### src/rtl/cpu_pkg.sv
// rtl/cpu_pkg.sv - shared widths, constants and fetch entry type for the front end
package cpu_pkg;

    localparam int unsigned INSTR_W = 32;
    localparam int unsigned PC_W    = 32;

    localparam logic [INSTR_W-1:0] NOP_INSTR        = 32'h0000_0000;
    localparam logic [PC_W-1:0]    DEFAULT_RESET_PC = 32'h0000_0000;

    typedef struct packed {
        logic [PC_W-1:0]    pc;
        logic [INSTR_W-1:0] instr;
    } fetch_entry_t;

    function automatic logic [PC_W-1:0] word_align(input logic [PC_W-1:0] addr);
        return {addr[PC_W-1:2], 2'b00};
    endfunction

endpackage

### src/rtl/if_prefetch_if.sv
// rtl/if_prefetch_if.sv - instruction memory and decode-side handshake bundle
interface if_prefetch_if;
    import cpu_pkg::*;

    logic               imem_req;
    logic [PC_W-1:0]    imem_addr;
    logic [INSTR_W-1:0] imem_rdata;

    logic [INSTR_W-1:0] instruction;
    logic [PC_W-1:0]    current_pc;
    logic               out_valid;
    logic               out_ready;

    modport master (
        output imem_req,
        output imem_addr,
        input  imem_rdata,
        output instruction,
        output current_pc,
        output out_valid,
        input  out_ready
    );

    modport slave (
        input  imem_req,
        input  imem_addr,
        output imem_rdata,
        input  instruction,
        input  current_pc,
        input  out_valid,
        output out_ready
    );

endinterface

### src/rtl/fetch_fifo.sv
// rtl/fetch_fifo.sv - synchronous FIFO of {pc, instr} entries; flush beats push and pop
module fetch_fifo
    import cpu_pkg::*;
#(
    parameter int unsigned DEPTH = 4
) (
    input  logic                         clk,
    input  logic                         rst,
    input  logic                         push,
    input  fetch_entry_t                 entry,
    input  logic                         pop,
    input  logic                         flush,
    output logic [$clog2(DEPTH):0]       count,
    output fetch_entry_t                 head,
    output logic                         empty,
    output logic                         full
);

    localparam int unsigned PW = $clog2(DEPTH);
    localparam logic [PW:0]   FULL_COUNT = (PW + 1)'(DEPTH);
    localparam logic [PW:0]   COUNT_ONE  = (PW + 1)'(1);
    localparam logic [PW-1:0] PTR_ONE    = PW'(1);

    fetch_entry_t  mem [DEPTH];
    logic [PW-1:0] rd_ptr;
    logic [PW-1:0] wr_ptr;
    logic          do_push;
    logic          do_pop;

    always_comb begin
        empty   = (count == '0);
        full    = (count == FULL_COUNT);
        do_push = push && !full;
        do_pop  = pop && !empty;
        head    = mem[rd_ptr];
    end

    always_ff @(posedge clk) begin
        if (rst || flush) begin
            rd_ptr <= '0;
            wr_ptr <= '0;
            count  <= '0;
        end else begin
            if (do_push) wr_ptr <= wr_ptr + PTR_ONE;
            if (do_pop)  rd_ptr <= rd_ptr + PTR_ONE;
            case ({do_push, do_pop})
                2'b10:   count <= count + COUNT_ONE;
                2'b01:   count <= count - COUNT_ONE;
                default: count <= count;
            endcase
        end
    end

    // Storage needs no reset: pointers and count alone define what is valid.
    always_ff @(posedge clk) begin
        if (do_push && !rst && !flush) mem[wr_ptr] <= entry;
    end

endmodule

### src/rtl/if_prefetch.sv
// rtl/if_prefetch.sv - fetch stage: PC, credit-limited imem requests, redirect flush, prefetch FIFO
module if_prefetch
    import cpu_pkg::*;
#(
    parameter int unsigned     DEPTH    = 4,
    parameter logic [PC_W-1:0] RESET_PC = DEFAULT_RESET_PC
) (
    input  logic            clk,
    input  logic            rst,
    input  logic [PC_W-1:0] branch_addr,
    input  logic            branch_ctrl,
    input  logic [PC_W-1:0] jump_addr,
    input  logic            jump_ctrl,
    if_prefetch_if.master   bus
);

    localparam int unsigned CW = $clog2(DEPTH) + 1;
    localparam logic [CW:0] CREDIT_LIMIT = (CW + 1)'(DEPTH);
    localparam logic [PC_W-1:0] PC_STEP = PC_W'(4);

    logic [PC_W-1:0] fetch_pc;
    logic [PC_W-1:0] req_pc;
    logic [PC_W-1:0] redirect_pc;
    logic            inflight;
    logic            redirect;
    logic            issue;
    logic            pop;
    logic [CW-1:0]   count;
    logic [CW:0]     credits_used;
    fetch_entry_t    push_entry;
    fetch_entry_t    head;
    logic            empty;
    logic            full;

    // Buffered entries plus the outstanding request must fit, so a response
    // always has a free slot when it lands.
    always_comb begin
        redirect     = jump_ctrl || branch_ctrl;
        redirect_pc  = word_align(jump_ctrl ? jump_addr : branch_addr);
        credits_used = {1'b0, count} + {{CW{1'b0}}, inflight};
        issue        = !rst && !redirect && (credits_used < CREDIT_LIMIT);
        push_entry   = '{pc: req_pc, instr: bus.imem_rdata};
    end

    always_comb begin
        bus.imem_req    = issue;
        bus.imem_addr   = word_align(fetch_pc);
        bus.out_valid   = !rst && !empty;
        bus.instruction = bus.out_valid ? head.instr : NOP_INSTR;
        bus.current_pc  = bus.out_valid ? head.pc : '0;
        pop             = bus.out_valid && bus.out_ready;
    end

    always_ff @(posedge clk) begin
        if (rst) begin
            fetch_pc <= word_align(RESET_PC);
            req_pc   <= '0;
            inflight <= 1'b0;
        end else begin
            inflight <= issue;
            if (redirect) begin
                fetch_pc <= redirect_pc;
            end else if (issue) begin
                fetch_pc <= fetch_pc + PC_STEP;
                req_pc   <= fetch_pc;
            end
        end
    end

    // A response landing during a redirect cycle is dropped by the flush.
    fetch_fifo #(
        .DEPTH (DEPTH)
    ) u_fifo (
        .clk   (clk),
        .rst   (rst),
        .push  (inflight),
        .entry (push_entry),
        .pop   (pop),
        .flush (redirect),
        .count (count),
        .head  (head),
        .empty (empty),
        .full  (full)
    );

    push_when_full_a: assert property (@(posedge clk) disable iff (rst)
        !(inflight && full && !redirect));

endmodule

### src/flat_wrapper.sv
// flat-port wrapper written by rule: the top's interface ports become plain ports
module if_prefetch_flat import cpu_pkg::*;
#(
    parameter int unsigned     DEPTH    = 4,
    parameter logic [PC_W-1:0] RESET_PC = DEFAULT_RESET_PC
)
  (clk, rst, branch_addr, branch_ctrl, jump_addr, jump_ctrl, bus_imem_req, bus_imem_addr, bus_imem_rdata, bus_instruction, bus_current_pc, bus_out_valid, bus_out_ready);
  if_prefetch_if bus_i ();
  input  logic clk;
  input  logic rst;
  input  logic [PC_W-1:0] branch_addr;
  input  logic branch_ctrl;
  input  logic [PC_W-1:0] jump_addr;
  input  logic jump_ctrl;
  output wire logic [$bits(bus_i.imem_req)-1:0] bus_imem_req;
  output wire logic [$bits(bus_i.imem_addr)-1:0] bus_imem_addr;
  input wire logic [$bits(bus_i.imem_rdata)-1:0] bus_imem_rdata;
  output wire logic [$bits(bus_i.instruction)-1:0] bus_instruction;
  output wire logic [$bits(bus_i.current_pc)-1:0] bus_current_pc;
  output wire logic [$bits(bus_i.out_valid)-1:0] bus_out_valid;
  input wire logic [$bits(bus_i.out_ready)-1:0] bus_out_ready;
  assign bus_imem_req = bus_i.imem_req;
  assign bus_imem_addr = bus_i.imem_addr;
  assign bus_i.imem_rdata = bus_imem_rdata;
  assign bus_instruction = bus_i.instruction;
  assign bus_current_pc = bus_i.current_pc;
  assign bus_out_valid = bus_i.out_valid;
  assign bus_i.out_ready = bus_out_ready;
  if_prefetch #(.DEPTH(DEPTH), .RESET_PC(RESET_PC)) u_core (.clk(clk), .rst(rst), .branch_addr(branch_addr), .branch_ctrl(branch_ctrl), .jump_addr(jump_addr), .jump_ctrl(jump_ctrl), .bus(bus_i));
endmodule
### config.mk
export PLATFORM = sky130hd
export DESIGN_NAME = if_prefetch_flat
export DESIGN_NICKNAME = d
export VERILOG_FILES = /design/src/rtl/cpu_pkg.sv /design/src/rtl/if_prefetch_if.sv /design/src/rtl/fetch_fifo.sv /design/src/rtl/if_prefetch.sv /design/src/flat_wrapper.sv
export SDC_FILE = /design/constraint.sdc
export NUM_CORES = 1
export LEC_CHECK = 0
export ABC_CLOCK_PERIOD_IN_PS = 3300
export BUFFER_PORTS_ARGS = -buffer_cell sky130_fd_sc_hd__buf_2
export CORE_ASPECT_RATIO = 0.8
export CORE_UTILIZATION = 57
export DETAILED_ROUTE_END_ITERATION = 10
export GPL_TIMING_DRIVEN = 0
export PLACE_DENSITY = 0.79
export SYNTH_ARGS = -nofsm -noshare
export SYNTH_HDL_FRONTEND = slang
export SYNTH_SLANG_ARGS = --single-unit
### constraint.sdc
create_clock -name clk -period 3.3 [get_ports clk]
set_clock_uncertainty 0.05 [all_clocks]
set_input_delay 0.33 -clock clk [delete_from_list [all_inputs] [get_ports clk]]
set_output_delay 0.33 -clock clk [all_outputs]
set_load 0.05 [all_outputs]
# Word-level counts from Yosys, hierarchy flattened
# Memory sizes are Yosys's and may differ from the RTL's. A register that Yosys moved wholly into a read port is not among the register bits.
# Index checks and enable logic that the tools add are counted.
dict set report word_totals {
  output_inout_bits 98
  latchBits 0
  ram_bits 256
  mem_bits_ro 0
  elab_cells 48
  n_memories 1
  regBits 72
  inputBits 101
}
# memory depth word_bits read_ports rd_ports_with_merged_regs wr line_no
set memory_table {}
lappend memory_table {u_core.u_fifo.mem 4 64 1 1 1 fetch_fifo.sv:24} ;# fetch_entry_t mem [DEPTH];
dict set report classes {
  n_eq_ne 3
  shifts 0
  muxes 10
  add_sub_neg 6
  mul 0
  magnitude_cmp 1
  n_reduce_logical 19
  div_mod_pow 0
  bitwise_logic 1
}
# cell count
set ops {}
lappend ops {{32-bit two-way mux} 5}
lappend ops {{32-bit by 3-bit adder with 32-bit output (second input constant)} 1}
lappend ops {{1-bit logical AND} 8}
lappend ops {{3-bit case mux with 2 select lines} 1}
lappend ops {{2-bit by 1-bit adder with 2-bit output (second input constant)} 2}
lappend ops {{3-bit by 1-bit adder with 4-bit output} 1}
lappend ops {{1-bit zero test} 4}
lappend ops {{4-bit by 3-bit less-than comparator with 1-bit output (second input constant)} 1}
lappend ops {{2-bit two-way mux} 2}
lappend ops {{2-bit nonzero test} 2}
lappend ops {{3-bit by 1-bit adder with 3-bit output (second input constant)} 1}
lappend ops {{3-bit == test (second input constant)} 1}
lappend ops {{3-bit zero test} 1}
lappend ops {{3-bit by 1-bit subtractor with 3-bit output (second input constant)} 1}
lappend ops {{2-bit by 1-bit == test with 1-bit output (second input constant)} 1}
lappend ops {{2-bit == test (second input constant)} 1}
lappend ops {{1-bit logical OR} 2}
lappend ops {{1-bit two-way mux} 2}
lappend ops {{2-bit AND reduction} 1}
lappend ops {{2-bit OR reduction} 1}
lappend ops {{1-bit NOT} 1}

# Depth between registers and ports, before layout
# Gate-level depths: netlist (run 1).
dict set report logic_depth {
  depth_word 7
  mapped_depth 10
  ltp_nobuf 9
}

# Cells and area by module
# Synthesis (run 1) repeated with hierarchy kept, for this count alone.
dict set report unflattened {
  hier_cells 880
  area_unflattened_um2 13390.3
}
# mod cells_each instances area_each_um2 seq_area_each_um2
set modules_own_cells {}
lappend modules_own_cells {fetch_fifo 389 1 9691.8 7867.5}
lappend modules_own_cells {if_prefetch 491 1 3698.5 1221.2}

# Least setup slack after synthesis (run 1)
# No wires, ideal clock.
dict set report synth_path {
  path_kind {reg-to-reg}
  from {register u_core.u_fifo.count[1]}
  to {memory u_core.u_fifo.mem[0][0] in the netlist's numbering (enable)}
  slack_ns 0.376
  n_path_buf 0
  setup_ns 0.427
  path_stages_with_launch 4
  required_time_ns 2.823
  arrival_ns 2.447
  synth_period_minus_slack_ns 2.924
  cell_sequence {dfxtp_1 > inv_1 > a31oi_1 > and3_1}
}
dict set report synth_between {
  elab_chain_len 7
}
# item line_no
set synth_lines {}
lappend synth_lines {{start, declared} fetch_fifo.sv:13} ;# output logic [$clog2(DEPTH):0] count,
lappend synth_lines {{start signal, assigned} fetch_fifo.sv:47} ;# 2'b10: count <= count + COUNT_ONE;
lappend synth_lines {{start signal, assigned} fetch_fifo.sv:48} ;# 2'b01: count <= count - COUNT_ONE;
lappend synth_lines {{start signal, assigned} fetch_fifo.sv:49} ;# default: count <= count;
lappend synth_lines {{3-bit == test} fetch_fifo.sv:32} ;# full = (count == FULL_COUNT);
lappend synth_lines {{1-bit zero test} fetch_fifo.sv:33} ;# do_push = push && !full;
lappend synth_lines {{1-bit logical AND} fetch_fifo.sv:33}
lappend synth_lines {{1-bit logical AND (2 in series)} fetch_fifo.sv:56} ;# if (do_push && !rst && !flush) mem[wr_ptr] <= entry;
lappend synth_lines {{1-bit two-way mux} fetch_fifo.sv:56}
lappend synth_lines {{1-bit two-way mux (implied by the code)} fetch_fifo.sv:56}
lappend synth_lines {{end, declared} fetch_fifo.sv:24}
# Every way passes these cells.

==> impl_metrics.tcl, run 1 <==
set metrics [dict create \
    status "finished, final reports clean" \
    first_global_vias 8215 \
    synth_xor_area_share_pct 0.809 \
    ir_drop_mv 0.404 \
    p_per_area_nw_per_um2 529 \
    tightest_slew_ns 0.848 \
    ys_types 55 \
    finalSetupViolCount 0 \
    holdWs_ns 0.0142 \
    combPwrFrac_pct 5.3 \
    power_uw 8350 \
    hold_viol 0 \
    grt_max_degree 37 \
    postSynth.asyncResetShare_pct 0 \
    drtIter0Drc 936 \
    fin_crit_ns 3.11 \
    grt_pass1_wl_um 45400 \
    p_leak_uw 0.00571 \
    synth.avg_cell_area_um2 15.0 \
    crit_path_max_fanout 10 \
    worstHoldPathCells 3 \
    p_switching_uw 1760 \
    detail-route-antenna-nets 0 \
    setup-tns-final_ns 0 \
    drive_gt1_share_pct 29.4 \
    path_class "reg2out" \
    port_buffers 189 \
    path_cells "buf_1, clkbuf_1, mux4_2, and2_1, buf_2" \
    cts_buffer_depth 3 \
    synth_mux_area_share_pct 11.1 \
    cts_setup_buffers 0 \
    synth_top_family_by_area "multiplexers" \
    synthAdderAreaFrac_pct 0.732 \
    slew_headroom_pct 43.0 \
    dp_hpwl_um 19700 \
    slowest_stage "clkbuf_1" \
    arrival_ns 2.73 \
    slew_violations 0 \
    hold_class "in2reg" \
    worst_setup_path_end_kind "output pin" \
    fp.dieH_um 137 \
    antenna_found_initial 0 \
    drv_cap 0 \
    synthSimpleGateAreaFrac_pct 9.84 \
    yosys_most_used_dff "edfxtp_1" \
    die_area_um2 23400 \
    gr-total-overflow 0 \
    ys_warn_count 0 \
    io-pin-count 199 \
    drc_errors 0 \
    clk_pin_slew_ns 0.07 \
    vias_per_cell 5.92 \
    clock_sink_count 318 \
    reg2reg_depth 10 \
    fin_crit_sh_pct 94.2 \
    synth-seq-cells 318 \
    power.sequential.fraction_pct 52.5 \
    netlist_area_um2 13000 \
    syn_to_final_growth_pct 21.6 \
    first_pass_iters 6 \
    p_sw_share_pct 21.0 \
    cts_tree "yes" \
    avgRoutedWirePerCell_um 20.8 \
    max_stage_delay_ns 0.64 \
    grt_usage_pct 25.9 \
    internal_power_uw 6600 \
    synthCells 868 \
    seq_area_frac_synth_pct 68.1 \
    clockRootBuffer "clkbuf_16" \
    fmax_mhz 322 \
    synth_compound_area_share_pct 6.93 \
    cts_buffers 30 \
    critPathLaunchType "flip-flop" \
    antennaDiodeCount 0 \
    grt_setup_unrepaired "no" \
    wl_um 30300 \
    dieWidth_um 171 \
    start_util_pct 57.9 \
    num_rows 49 \
    worstPathRequired_ns 2.92 \
    nets 1238 \
    synth_edf_count 248 \
    coreArea_um2 22400 \
    gp_congestion 0.907 \
    htreeDepth 1 \
    route.vias.total 8647 \
    clock_latency_ns 0.55 \
    p_clk_share_pct 42.2 \
]
[worst max-delay path: cells and delay by family (launching register included)]
family,cells,cell delay [ns]
buffers and inverters,3,1.24
muxes,1,0.40
DFF,1,0.31
and+or+nand+nor,1,0.22
[power groups by stage]
stage / registers [uW] / clock network [uW] / logic [uW]
floorplan: 4530 / 0 / 173
detailed placement: 4470 / 0 / 404
global route: 4390 / 3700 / 475
CTS: 4380 / 3560 / 439
finish: 4390 / 3520 / 444
global placement: 4470 / 0 / 394
[registers in the layout (all words and copies together) (netlist names), named ones only]
signal                flops
u_core.fetch_pc          30
u_core.inflight           1
u_core.req_pc            30
u_core.u_fifo.count       3
u_core.u_fifo.mem       248
u_core.u_fifo.rd_ptr      2
u_core.u_fifo.wr_ptr      2
[final cells by class]
type	instances	area (um2)
inverters	18	67.6
clock inverters	12	168
fillers	1516	6630
clock buffers	44	855
repair buffers	227	1370
well taps	306	383
multi-input cells	479	3870
flip-flops and latches	318	8850
plain buffers	56	249
[worst paths after layout]
path	from	to	slack, ns
min	branch_addr[2]	u_core.fetch_pc[2]	0.01
min reg2reg	u_core.req_pc[7]	u_core.req_pc[7]	0.45
max reg2reg	u_core.u_fifo.count[2]	u_core.u_fifo.count[2]	0.60
max	flip-flop	bus_current_pc[2]	0.19
[placed cells by master, fill, tap and decap left out, types with 5 or more instances in the layout]
master	count
a211oi_1	5
a21oi_1	65
a22oi_1	14
a31oi_1	6
and2_1	63
and3_1	6
buf_2	207
clkbuf_1	40
clkbuf_16	31
clkinv_2	5
dfxtp_1	70
dlygate4sd3_1	34
edfxtp_1	248
ha_1	6
inv_1	17
mux4_2	62
nand2_1	75
nand3_1	12
nand4_1	13
nor2_1	32
nor3_1	17
o21ai_0	17
or3_1	7
xnor2_1	7
xor2_1	5
[cell usage after synthesis, drive strengths merged (2+ instances only)]
cell type	number	area, um2
a211oi	5	37.5
a21o	3	22.5
a21oi	65	325
a221o	2	20.0
a222oi	4	40.0
a22o	4	35.0
a22oi	14	105
a311oi	2	17.5
a31o	3	26.3
a31oi	7	43.8
a41o	2	20.0
and2	63	394
and3	10	62.6
and4	3	26.3
buf	25	131
clkbuf	31	116
dfxtp	70	1400
edfxtp	248	7450
ha	6	75.1
inv	18	67.6
mux2i	4	40.0
mux4	62	1400
nand2	75	282
nand3	14	80.1
nand4	14	93.8
nor2	32	120
nor2b	2	12.5
nor3	17	85.1
nor4	4	46.3
nor4b	3	26.3
o21ai	18	90.1
o22ai	3	18.8
o31a	3	26.3
o31ai	3	22.5
or3	7	43.8
xnor2	7	61.3
xor2	5	43.8
[kinds of logic after synthesis]
group	after synthesis
flip-flops	318
AND/OR/NAND/NOR	245
AO/OA/AOI/OAI	144
buffers and inverters	74
multiplexers	67
XOR/XNOR	12
adder cells (fa/ha/maj)	7
other	1
[through the flow]
stage	util [%]	instances	setup slack, ns	area (um2)
5_1_grt	70.4	1460	0.0561	15800
2_1_floorplan	-	871	0.376	13000
4_1_cts	70.4	1460	0.0196	15800
3_5_place_dp	64.3	1370	0.440	14400
3_3_place_gp	63.9	1366	-0.848	14300
6_report	70.4	1460	0.191	15800
[per-layer routing]
layer | GRT usage [%] | routed length [um] | share of wire (%)
met5 | 0 | 0 | 0
met4 | 6.65 | 621 | 2.0
met3 | 3.79 | 2480 | 8.2
met2 | 42.5 | 14600 | 48
met1 | 36.7 | 12600 | 41
[timing repair]
action | 4_1_cts | 5_1_grt
setup endpoints to repair | 0 | 11
gates resized for setup | 0 | 3
hold buffers | 34 | 0
hold endpoints to repair | 130 | 0
(Power assumes the default switching activity.)
==> run 2: changes to the inputs <==
==> constraint.sdc (replaced) <==
create_clock -name clk -period 3.3 [get_ports clk]
set_clock_uncertainty 0.05 [all_clocks]
set_input_delay 0 -clock clk [delete_from_list [all_inputs] [get_ports clk]]
set_output_delay 0 -clock clk [all_outputs]
set_load 0.05 [all_outputs]
==> run 2 against run 1 <==
Design area grew 4.2%. Non-clock buffer count grew 66. Sequential power is essentially flat. Hold slack lost 0.00051 ns. Die area is the same. Worst setup slack gained 0.069 ns. Critical path type is now reg2reg.
==> impl_metrics.tcl, run 2 (synthesis gave the netlist of run 1 again) <==
set metrics [dict create \
    first_pass_iters 9 \
    grt_pass1_wl_um 47200 \
    power_uw 8440 \
    slowest_stage "dlygate4sd3_1" \
    p_switching_uw 1780 \
    finish.utilization_pct 73.4 \
    die_area_um2 23400 \
    internal_power_uw 6660 \
    slew_violations 0 \
    critPathLaunchType "flip-flop" \
    cts_tree "yes" \
    syn_to_final_growth_pct 26.7 \
    crit_path_max_fanout 7 \
    htreeDepth 1 \
    p_leak_uw 0.00598 \
    fmax_mhz 329 \
    fin_crit_sh_pct 92.1 \
    gp_congestion 0.907 \
    cp_common_cell "dlygate4sd3_1" \
    fp.dieH_um 137 \
    clock_sink_count 318 \
    setup-tns-final_ns 0 \
    mostFrequentLayoutCells "edfxtp_1, buf_2, dlygate4sd3_1" \
    combPwrFrac_pct 6.2 \
    detail-route-antenna-nets 0 \
    hold_class "in2reg" \
    drc_errors 0 \
    p_sw_share_pct 21.1 \
    final_cells 1526 \
    grt_max_degree 37 \
    power.sequential.fraction_pct 52.0 \
    max_stage_delay_ns 0.57 \
    cts_setup_buffers 0 \
    clock_latency_ns 0.55 \
    finalSetupViolCount 0 \
    fin_crit_ns 3.04 \
    ir_drop_mv 0.404 \
    drtIter0Drc 1016 \
    worstPathRequired_ns 3.69 \
    tightest_slew_ns 0.871 \
    arrival_ns 3.43 \
    avgRoutedWirePerCell_um 20.7 \
    drv_cap 0 \
    mostFrequentLayoutCell "edfxtp_1" \
    cts_buffers 30 \
    dp_hpwl_um 19700 \
    clk_pin_slew_ns 0.07 \
    reg_top3 "u_core.u_fifo.mem x248, u_core.fetch_pc x30, u_core.req_pc x30" \
    drive_gt1_share_pct 27.7 \
    largest_reg_flops 248 \
    wl_um 31600 \
    port_buffers 189 \
    nets 1304 \
    fillers 1428 \
    grt_setup_unrepaired "no" \
    p_clk_share_pct 41.8 \
    placedCellCount 1370 \
    antenna_found_initial 0 \
    first_global_vias 8732 \
    hold_viol 0 \
    start_util_pct 57.9 \
    postPlaceCellArea_um2 14400 \
    antennaDiodeCount 0 \
    cts_buffer_depth 3 \
    path_cells "ha_1, nand3_2, nor2_1, a311oi_1, a21oi_1, dlygate4sd3_1, nor3_1, dlygate4sd3_1" \
    status "finished, final reports clean" \
    top_register "u_core.u_fifo.mem" \
    coreArea_um2 22400 \
    num_rows 49 \
    worst_setup_path_end_kind "flip-flop" \
    final_area_um2 16500 \
    clockRootBuffer "clkbuf_16" \
    gr-total-overflow 0 \
    p_per_area_nw_per_um2 512 \
    grt_usage_pct 26.8 \
    slew_headroom_pct 41.5 \
    path_class "reg2reg" \
    dieWidth_um 171 \
    route.vias.total 8959 \
    vias_per_cell 5.87 \
    io-pin-count 199 \
]
run 2: cell count changes in the layout (fill, tap and decap cells not counted), sizes merged:
cell         change
dlygate4sd3     +66
run 2: cell type report:
| cell class | count | area, um2 | area share (%) |
|---|---|---|---|
| Buffer | 56 | 248 | 1.50 |
| Timing Repair Buffer | 293 | 2030 | 12.3 |
| Tap cell | 306 | 383 | 2.33 |
| Sequential cell | 318 | 8850 | 53.7 |
| Multi-Input combinational cell | 479 | 3870 | 23.5 |
| Clock inverter | 12 | 168 | 1.02 |
| Clock buffer | 44 | 855 | 5.19 |
| Inverter | 18 | 67.6 | 0.410 |
run 2: final timing paths:
check / startpoint / end / slack [ns] / depth (start not counted)
setup / recovery: u_core.fetch_pc[2] / u_core.fetch_pc[8] / 0.26 / 8
hold / removal: jump_addr[21] / u_core.fetch_pc[21] / 0.01 / 5
setup reg to reg: u_core.fetch_pc[2] / u_core.fetch_pc[8] / 0.26 / 8
hold reg to reg: u_core.req_pc[7] / u_core.req_pc[7] / 0.45 / 2
run 2: power by group through the flow:
stage / Clock, uW / Sequential, uW / Combinational, uW
after floorplan: 0 / 4530 / 173
after global placement: 0 / 4470 / 394
after detailed placement: 0 / 4470 / 404
after CTS: 3560 / 4380 / 510
after global routing: 3700 / 4390 / 557
final: 3530 / 4390 / 524
run 2: per-layer routing:
metal | routed length, um | GRT usage [%] | part of all wire, % | vias up
met1 | 12800 | 36.5 | 41 | 4395
met5 | 0 | 0 | 0 | -
li1 | - | - | - | 3993
met4 | 848 | 8.18 | 2.7 | 0
met2 | 15300 | 44.6 | 48 | 496
met3 | 2640 | 4.66 | 8.4 | 75
run 2: through the flow:
stage               hold WS (ns)  worst slack (ns)
floorplan                 0.0489             0.376
global placement           0.149            -0.734
detailed placement         0.153             0.452
CTS                       0.0107             0.231
global route              0.0188             0.152
finish                    0.0137             0.261
run 2: worst max-delay path: cells and delay by family, from the launching register on:
kind | cells | cell delay, ns
and+or+nand+nor | 3 | 0.63
DFF | 1 | 0.51
buffers and inverters | 2 | 1.13
AOI/OAI and AO/OA | 2 | 0.31
adders and majority gates | 1 | 0.29
run 2: repair_timing:
item,in CTS,in global routing
hold buffers,100,0
endpoints found under the hold margin,162,0
endpoints found under the setup margin,0,1
gates resized for setup,0,1
==> run 3: changes to the inputs <==
RECOVER_POWER = 50   (was default)
==> run 3 against run 2 <==
Flip-flop and latch count did not move. Non-clock buffer count unchanged. Via count is 0.26% higher. Clock power about the same. Critical path type unchanged.
==> impl_metrics.tcl, run 3 (synthesis gave the netlist of run 1 again) <==
set metrics [dict create \
    grt_pass1_wl_um 47200 \
    postPlaceCellArea_um2 14400 \
    dieWidth_um 171 \
    vias_per_cell 5.89 \
    p_leak_uw 0.00575 \
    path_class "reg2reg" \
    dp_hpwl_um 19700 \
    internal_power_uw 6650 \
    wl_um 31400 \
    first_pass_iters 7 \
    p_clk_share_pct 41.9 \
    p_sw_share_pct 21.1 \
    holdWs_ns 0.0114 \
    coreArea_um2 22400 \
    avgRoutedWirePerCell_um 20.6 \
    ir_drop_mv 0.405 \
    detail-route-antenna-nets 0 \
    mostFrequentLayoutCells "edfxtp_1, buf_2, clkbuf_1" \
    reg_top3 "u_core.u_fifo.mem x248, u_core.fetch_pc x30, u_core.req_pc x30" \
    fin_crit_sh_pct 92.1 \
    clock_latency_ns 0.55 \
    num_rows 49 \
    cts_buffer_depth 3 \
    final_area_um2 16400 \
    syn_to_final_growth_pct 26.0 \
    drv_cap 0 \
    start_util_pct 57.9 \
    hold_class "in2reg" \
    setup-tns-final_ns 0 \
    fp.dieH_um 137 \
    cts_buffers 30 \
    cts_setup_buffers 0 \
    port_buffers 189 \
    tightest_slew_ns 0.896 \
    worstPathRequired_ns 3.69 \
    clk_pin_slew_ns 0.07 \
    clock_sink_count 318 \
    die_area_um2 23400 \
    combPwrFrac_pct 6.1 \
    antenna_found_initial 0 \
    grt_usage_pct 26.8 \
    path_cells "ha_1, nand3_2, nor2_1, a311oi_1, a21oi_1, dlygate4sd3_1, nor3_1, dlygate4sd3_1" \
    antennaDiodeCount 0 \
    io-pin-count 199 \
    final_cells 1526 \
    status "finished, final reports clean" \
    finish.utilization_pct 73.0 \
    gp_congestion 0.907 \
    max_stage_delay_ns 0.57 \
    grt_max_degree 37 \
    cp_top_family "buffers and inverters" \
    p_per_area_nw_per_um2 515 \
    fin_crit_ns 3.04 \
    slowest_stage "dlygate4sd3_1" \
    path_buf_inv 2 \
    fmax_mhz 329 \
    slew_violations 0 \
    power.sequential.fraction_pct 52.1 \
    cp_common_cell "dlygate4sd3_1" \
    clockRootBuffer "clkbuf_16" \
    grt_setup_unrepaired "no" \
    htreeDepth 1 \
    finalSetupViolCount 0 \
    first_global_vias 8732 \
    drive_gt1_share_pct 21.9 \
    crit_path_max_fanout 7 \
    critPathLaunchType "flip-flop" \
    worst_setup_path_end_kind "flip-flop" \
    slew_headroom_pct 39.8 \
    arrival_ns 3.43 \
    cts_tree "yes" \
    hold_viol 0 \
    gr-total-overflow 0 \
    mostFrequentLayoutCell "edfxtp_1" \
    drtIter0Drc 953 \
    route.vias.total 8982 \
    placedCellCount 1370 \
    largest_reg_flops 248 \
    top_register "u_core.u_fifo.mem" \
    p_switching_uw 1780 \
    drc_errors 0 \
    nets 1304 \
]
==> run 3: stage by stage <==
stage                     setup slack, ns  power, uW
final                               0.261       8420
after CTS                           0.231       8460
after global placement             -0.734       4860
after detailed placement            0.452       4870
after floorplan                     0.376       4700
after global routing                0.150       8630
==> run 3: final cells by class <==
| type | instances | area, um2 |
|---|---|---|
| buffer | 56 | 241 |
| clock buffer | 44 | 855 |
| clock inverter | 12 | 168 |
| fill | 1472 | 6070 |
| inverter | 18 | 67.6 |
| multi-input combinational | 479 | 3860 |
| sequential | 318 | 8850 |
| tap | 306 | 383 |
| timing repair buffer | 293 | 1950 |
==> run 3: repair_timing <==
action                                 in CTS  in global routing
setup endpoints to repair                   0                  1
hold buffers                              100                  0
endpoints found under the hold margin     162                  0
gates resized for setup                     0                  1
==> run 3: path summary, 6_finish.rpt <==
path                      start                  end  slack [ns]  depth (start not counted)
max          u_core.fetch_pc[3]   u_core.fetch_pc[8]        0.26                          8
min               jump_addr[21]  u_core.fetch_pc[21]        0.01                          5
max reg2reg  u_core.fetch_pc[3]   u_core.fetch_pc[8]        0.26                          8
min reg2reg    u_core.req_pc[7]     u_core.req_pc[7]        0.45                          2
==> run 3: per-layer routing <==
metal | GRT usage, % | wire length, um | vias up
met5 | 0 | 0 | -
met4 | 8.18 | 826 | 0
met1 | 36.5 | 12600 | 4389
met3 | 4.66 | 2790 | 74
met2 | 44.6 | 15200 | 519
li1 | - | - | 4000
==> run 3: worst reg2reg max path, stage by stage, from the launching register on <==
cell,delay [ns]
dfxtp_1,0.51
ha_1,0.30
nand3_2,0.18
nor2_1,0.39
a311oi_1,0.17
a21oi_1,0.15
dlygate4sd3_1,0.56
nor3_1,0.04
dlygate4sd3_1,0.57
==> run 3: power groups by stage <==
stage / Clock (uW) / Combinational [uW] / Sequential, uW
final: 3530 / 511 / 4390
after global routing: 3700 / 545 / 4390
after CTS: 3560 / 510 / 4380
after detailed placement: 0 / 404 / 4470
after global placement: 0 / 394 / 4470
after floorplan: 0 / 173 / 4530
